<file path="src/rtl/uart_tx_8bit.sv">
// uart_tx_8bit: valid/ready byte in, UART frame out (clk, rst, data_in/data_valid/data_ready, tx, busy, done)
module uart_tx_8bit #(
  parameter int CLKS_PER_BIT = 16,
  parameter int STOP_BITS    = 1,
  parameter int PARITY_EN    = 0,
  parameter int PARITY_ODD   = 0
) (
  input  logic       clk,
  input  logic       rst,
  input  logic [7:0] data_in,
  input  logic       data_valid,
  output logic       data_ready,
  output logic       tx,
  output logic       busy,
  output logic       done
);
  localparam int CW = $clog2(CLKS_PER_BIT);
  typedef enum logic [2:0] {IDLE, START, DATA, PARITY, STOP} state_t;
  state_t state, nxt;
  logic [CW-1:0] cnt;
  logic [2:0] idx;
  logic stop_cnt;
  logic [7:0] sh, sh_d;
  logic tx_d, done_d, accept, bit_end, last_stop;
  assign data_ready = state == IDLE && !rst;
  assign accept = data_ready && data_valid;
  assign bit_end = cnt == CW'(CLKS_PER_BIT - 1);
  assign last_stop = stop_cnt == 1'(STOP_BITS - 1);
  always_ff @(posedge clk) begin
    if (rst) begin
      state <= IDLE;
      cnt <= '0;
      idx <= '0;
      stop_cnt <= 1'b0;
      sh <= '0;
      tx <= 1'b1;
      done <= 1'b0;
    end else begin
      state <= nxt;
      cnt <= (state == IDLE || bit_end) ? '0 : cnt + CW'(1);
      idx <= (state == DATA && bit_end) ? idx + 3'd1 : idx;
      stop_cnt <= (state == STOP && bit_end) ? (last_stop ? 1'b0 : ~stop_cnt) : stop_cnt;
      sh <= sh_d;
      tx <= tx_d;
      done <= done_d;
    end
  end
  always_comb begin
    nxt = state;
    case (state)
      IDLE:    nxt = accept ? START : IDLE;
      START:   nxt = bit_end ? DATA : START;
      DATA:    nxt = (bit_end && idx == 3'd7) ? ((PARITY_EN != 0) ? PARITY : STOP) : DATA;
      PARITY:  nxt = bit_end ? STOP : PARITY;
      STOP:    nxt = (bit_end && last_stop) ? IDLE : STOP;
      default: nxt = IDLE;
    endcase
  end
  // sh rotates rather than shifts, so after bit7 it holds the original byte again for parity
  always_comb begin
    sh_d = accept ? data_in : (state == DATA && bit_end) ? {sh[0], sh[7:1]} : sh;
    tx_d = nxt == DATA ? sh_d[0] : nxt == PARITY ? ((^sh_d) ^ (PARITY_ODD != 0)) : nxt != START;
    done_d = state == STOP && nxt == IDLE;
    busy = state != IDLE;
  end
endmodule

</file>
<file path="config.mk">
export PLATFORM = sky130hd
export DESIGN_NAME = uart_tx_8bit
export DESIGN_NICKNAME = d
export VERILOG_FILES = /design/src/rtl/uart_tx_8bit.sv
export SDC_FILE = /design/constraint.sdc
export NUM_CORES = 1
export LEC_CHECK = 0
export ABC_AREA = 1
export CAP_MARGIN = 20
export CORE_MARGIN = 2
export CORE_UTILIZATION = 59
export DETAILED_ROUTE_END_ITERATION = 10
export MAX_ROUTING_LAYER = met4
export PLACE_DENSITY = 0.81
export SYNTH_ARGS = -nofsm -noshare
export SYNTH_HDL_FRONTEND = slang
export SYNTH_SLANG_ARGS = --single-unit
</file>
<file path="constraint.sdc">
create_clock -name clk -period 3.95 [get_ports clk]
set_input_delay 0.9875 -clock clk [delete_from_list [all_inputs] [get_ports clk]]
set_output_delay 0.9875 -clock clk [all_outputs]
set_load 0.1 [all_outputs]
</file>
==> results of run 1 <==
-- Yosys cell counts --
cell | instances | share of area, %
a21oi_1 | 1 | 0.38
buf_2 | 1 | 0.38
buf_4 | 1 | 0.57
buf_6 | 2 | 1.7
clkbuf_1 | 1 | 0.29
dfxtp_1 | 20 | 31
ha_1 | 3 | 2.9
inv_1 | 20 | 5.7
inv_2 | 3 | 0.86
nand2_1 | 93 | 27
nand2_2 | 2 | 0.96
nand2_4 | 1 | 0.86
nand3_1 | 24 | 9.2
nand3_2 | 1 | 0.76
nand4_2 | 1 | 0.96
nor2_1 | 20 | 5.7
nor2_2 | 2 | 0.96
nor2_4 | 1 | 0.86
nor3_1 | 1 | 0.38
nor4_1 | 1 | 0.48
o211ai_1 | 1 | 0.57
o21ai_0 | 8 | 3.1
or2_0 | 3 | 1.4
or2_2 | 5 | 2.4
xnor2_1 | 1 | 0.67
xor2_1 | 1 | 0.67
-- worst register-to-register path, cell delays in order (launching register included) --
cell and delay, ns:
dfxtp_1 0.37, nor2_2 0.19, nand4_2 0.47, or2_2 0.49
nand2_1 0.14, nand2_1 0.07, nand2_1 0.07, nand2_1 0.06
nand2_2 0.06, nand2_1 0.05, nand3_1 0.07, nand2_1 0.05
nand2_1 0.06, nand2_1 0.04
-- sequential cells by signal, indices dropped and copies added (netlist names) --
register and cells:
done 1, idx 3, tx 1, sh 8
state 3, cnt 4
-- cell type report --
cell class	instances	area, um2	area share [%]
inverters	23	86.3	5.71
multi-input cells	170	783	51.8
clock inverters	1	30.0	1.99
clock buffers	3	22.5	1.49
flip-flops and latches	20	400	26.5
repair buffers	15	155	10.3
well taps	28	35.0	2.32
-- metal layers --
layer  up-vias  GRT usage (%)
met3         4           3.80
met1       568           31.6
met4         0           7.21
met5         -              -
met2        31           41.6
li1        703              -
-- logic make-up after synthesis --
group                    count (synthesis)  share of synthesized area (%)
AND/OR/NAND/NOR                        155                           51.6
buffers and inverters                   28                           9.56
flip-flops                              20                           30.6
AO/OA/AOI/OAI                           10                           4.02
adder cells (fa/ha/maj)                  3                           2.87
XOR/XNOR                                 2                           1.34
-- worst max path at each step --
stage | slack (ns) | end | cells after the start
global placement | 0.73 | tx | 14
CTS | 0.93 | data_ready | 4
global route | 0.69 | tx | 14
detailed placement | 0.65 | tx | 14
finish | 0.94 | data_ready | 4
floorplan | 0.39 | data_ready | 3
-- per-stage QoR --
step	utilization [%]	power, mW	instance area [um2]	hold slack [ns]	cells
floorplan	-	0.303	1310	0.418	218
global placement	68.0	0.330	1460	0.435	256
detailed placement	68.0	0.333	1460	0.453	256
CTS	70.4	0.501	1510	0.470	260
global route	70.4	0.526	1510	0.482	260
finish	70.4	0.497	1510	0.461	260
-- power breakdown --
group	internal (mW)	switching [mW]
Sequential	0.210	0.00560
Clock	0.102	0.0656
Combinational	0.0410	0.0730
==> results.md, run 1 <==
- Status: complete, no violations
- Crit-path cells: clkdlybuf4s50_1 -> buf_4 -> nor2_1 -> buf_12
- Final net count: 247
- Tcrit/Tclk final: roughly three quarters
- Min Tclk post-route: about 3.0 ns
- Worst slack, placed: 0.653 ns
- TritonCTS clock tree: built
- Max cap viols: 0
- Total negative slack: 0 ns
- Clock root buffer: clkbuf_4
- Slew Viols, Final: 0
- Achievable Freq: ~0.33 GHz
- Initial DRC count: 49
- Setup CP Type: input pin to primary output
- Syn_nets: about 230
- Core Region: between 2000 and 2500 um2
- Worst slew pin tran: ~0.97 ns
- WP data arrival: between 2 and 2.5 ns
- Uppermost routed layer: met4
- Initial Util: between 60 and 70%
- Wl on met1: ~1300 um
- Yosys cell types: 26
- Met2 wire len: approximately 1200 um
- I/O pin cnt: 15
- Top cell family by delay on the critical path: buffers and inverters
- Seq/Total Area, Yosys: between 30% and 40%
- Row cnt: 17
- Worst r2r dst: tx
- Antenna-violating nets left: 0
- Die Wd: 51.1 um
- Longest Clk Path Bufs: 2
- Hold Path Sink: cnt[0]
- Post-cts sizing count: 0
- Tot GR Track Use: 25.0%
- Vias: between 1000 and 1500
- Avg Vias per Cell: ~5
- Die H: 51.1 um
- Global-route wire length before repair: between 4000 and 5000 um
- Hold path startpoint: cnt[0]
- Met3 wire length: roughly 130 um
- Vias in the first global route: around 1200
- CTS buffer count: 3
- Slowest stage cell on the critical path: clkdlybuf4s50_1
- Filler instances: approximately 200
- Drt pass-1 iters: 4
- Final Hold Viols: 0
- CTS sink cnt: 20
- Most frequent cells in the layout: nand2_1, nand3_1, nor2_1, inv_1, dfxtp_1
- H-tree Lvls: 1
- Postcts setup bufs: 0
- Grt ovf: 0
- Hold_buf cts: 0
- Layout Skew: between 0.008 and 0.009 ns
- Critical R2R Launch: state[1]
- Synthesized instance count: between 200 and 250
- Final setup fails: 0
- Routed len/inst: roughly 10 um
- Synth Warn #: 0
- PortBufs: 14
- Cell area after synthesis: approximately 1300 um2
- Req. time, crit path: 2.96 ns
- Area delta synth->final: 15.6%
- N_diodes: 0
- CP startpoint: rst
- Layout cells sized above 1: between 9 and 10%
- Mean Syn Cell Area: 6.00 um2
- CP max stage delay: about 0.43 ns
- DRC viols: 0
- Worst IR drop on VDD: between 0.3 and 0.4 mV
- Final setup margin: 0.940 ns
- Slew headroom: a little over a third
- Largest net degree at the start of global routing: 27
- Bufs and invs on worst path: 3
- DP HPWL: 2020 um
- Die area: roughly 2600 um2
- Hold/Removal Path Class: flop to flop
- Register clock-pin slew on the reported worst setup and hold paths: about 0.11 ns
- Pwr/cell area: approximately 330 nW/um2
- Initial antenna violation count: 0
- #FFs+latches synth: 20
- Drt total wl: 2710 um
- Clock Latency Late Sink: roughly 0.30 ns
- LEAKAGE: roughly 0.79 nW
- Critical Path End Type: primary output
- Reg2reg setup slack: approximately 1.7 ns
- Crit start category: input pin
- Commonest non-fill, non-tap cell in the layout: nand2_1
- WHS Path Cells: 1
- Worst-path fanout max: 12
- RD Place Congestion: about 0.85
- FF-to-FF path depth: 13
- RSZ-0062 raised after global routing: no
(Power assumes the default switching activity.)
==> run 2: changes to the inputs <==
Settings changed: CORE_UTILIZATION 59 to 50, PLACE_DENSITY 0.81 to 0.73.
Clock period 3.95 ns to 2.66 ns, I/O delays scaled along.
==> run 2 against run 1 <==
  * Cell area increased by 2.2%
  * Utilization decreased by 8.0 points
  * Setup slack got worse by 0.58 ns
  * Final cell count increased by 1.5%
  * Critical path depth unchanged
  * Sequential power increased by 49%
  * Register-to-register slack got worse by 1.2 ns
  * Global-route usage decreased by 2.4 points
  * Clock skew increased by 0.0032 ns
  * Flip-flop and latch count unchanged
  * Combinational power increased by 54%
  * Wire length increased by 4.3%
  * Highest routed layer unchanged
==> results.md, run 2 (synthesis results as in run 1) <==
- Critical Path End Type: primary output
- Worst slack, placed: approximately 0.10 ns
- Clock root buffer: clkbuf_4
- RSZ-0062 raised after global routing: no
- Hold/Removal Path Class: flop to flop
- DP HPWL: approximately 2200 um
- Crit start category: input pin
- Longest Clk Path Bufs: 2
- Die area: around 3000 um2
- Total negative slack: 0 ns
- Max cap viols: 0
- Top cell family by delay on the critical path: buffers and inverters
- Final Hold Viols: 0
- Slowest stage cell on the critical path: clkdlybuf4s50_1
- Die H: about 55 um
- Pwr/cell area: between 400 and 500 nW/um2
- Status: complete, no violations
- Register Area: roughly 400 um2
- Postcts setup bufs: 0
- N_diodes: 0
- Biggest register: sh
- Gate power share: 23.6%
- Number of cells on the critical path: 4
- Routed len/inst: between 10 and 15 um
- Req. time, crit path: around 2.0 ns
- LEAKAGE: slightly above 0.8 nW
- Grt met2 use: between 30% and 40%
- Core Region: ~2500 um2
- Internal Power: roughly 0.53 mW
- Crit-path cells: clkdlybuf4s50_1 -> buf_4 -> nor2_4 -> buf_12
- Achievable Freq: about 0.43 GHz
- Area delta synth->final: 18.1%
- Drt total wl: between 2000 and 3000 um
- Slew Viols, Final: 0
- H-tree Lvls: 1
- Layout cells sized above 1: 12.0%
- I/O pin cnt: 15
- Grt ovf: 0
- Die Wd: approximately 55 um
- CTS buffer count: 3
- Vias: between 1000 and 1500
- RD Place Congestion: ~0.85
- Finished Core Util: between 60 and 70%
- Initial DRC count: 26
- Global-route wire length before repair: 4850 um
- Final net count: between 200 and 250
- Area of the multi-input gates: just under 800 um2
- DRC viols: 0
- Vias in the first global route: 1185
- Bufs and invs on worst path: 3
- FF-to-FF path depth: 16
- Worst slew pin tran: 0.421 ns
- Final setup margin: 0.361 ns
- Tot GR Track Use: 22.7%
- WP data arrival: roughly 1.6 ns
- Initial antenna violation count: 0
- Clock Power Share: 33.5%
- Post-cts sizing count: 0
- CP max stage delay: roughly 0.45 ns
- Drt pass-1 iters: 4
- Net Sw Frac: around 29%
- TritonCTS clock tree: built
- Layout Skew: 0.0121 ns
- Register share of total power: 42.9%
- Clock Latency Late Sink: a little over 0.3 ns
- Slew headroom: a little under three quarters
- CTS sink cnt: 20
- Largest register FFs: 8
- Worst IR drop on VDD: 0.414 mV
- Final setup fails: 0
- Row cnt: 18
- P_sw: about 0.22 mW
- Largest net degree at the start of global routing: 27
- Tcrit/Tclk final: 86.4%
- Initial Util: 52.8%
- Top flop regs: sh: 8 flops, cnt: 4 flops
- Filler instances: between 200 and 250
- Gr busiest metal: met2
- Register clock-pin slew on the reported worst setup and hold paths: ~0.12 ns
- Avg Vias per Cell: about 5
- PortBufs: 14
- Hold_buf cts: 0
- WHS Path Cells: 1
- Min Tclk post-route: between 2 and 2.5 ns
- Most frequent cells in the layout: nand2_1, nand3_1, inv_1, dfxtp_1, nor2_1
- Met1 Resource Use GR: about a quarter
- Setup CP Type: input pin to primary output
- Worst-path fanout max: 12
- Met3 GRT Util: under 10%
- Commonest non-fill, non-tap cell in the layout: nand2_1
- Worst hold slack: between 0.4 and 0.5 ns
- Antenna-violating nets left: 0
[run 2: power groups by stage]
stage	sequential [mW]	combinational (mW)	clock, mW
2_1_floorplan	0.333	0.119	0
3_3_place_gp	0.326	0.172	0
3_5_place_dp	0.327	0.176	0
4_1_cts	0.320	0.177	0.257
5_1_grt	0.322	0.200	0.267
6_report	0.320	0.176	0.250
[run 2: layout make-up]
cell class | instances | share of cell area [%]
clock buffers | 3 | 1.46
multi-input cells | 170 | 51.2
repair buffers | 17 | 11.5
flip-flops and latches | 20 | 25.9
well taps | 30 | 2.43
inverters | 23 | 5.59
clock inverters | 1 | 1.94
[run 2: layer usage]
layer,vias to the layer above,routed length [um]
li1,707,-
met1,604,1290
met3,2,123
met2,26,1400
met5,-,0
met4,0,14
[run 2: worst reg2reg max path: cells and delay by family, from the launching register on]
family	cells	cell delay (ns)
and+or+nand+nor	14	1.19
DFF	1	0.38
buffers and inverters	1	0.31
adders and majority gates	1	0.21
[run 2: worst paths after layout]
kind / start / to / slack [ns]
worst min-delay path: cnt[0] / cnt[0] / 0.47
worst max-delay path: rst / data_ready / 0.36
worst min register to register: cnt[0] / cnt[0] / 0.47
worst max register to register: cnt[0] / tx / 0.48
[run 2: per-stage QoR]
step | power [mW] | area [um2] | instances
after CTS | 0.753 | 1550 | 264
after floorplan | 0.451 | 1320 | 218
after global routing | 0.789 | 1550 | 264
final | 0.746 | 1550 | 264
after detailed placement | 0.503 | 1490 | 260
after global placement | 0.498 | 1490 | 260
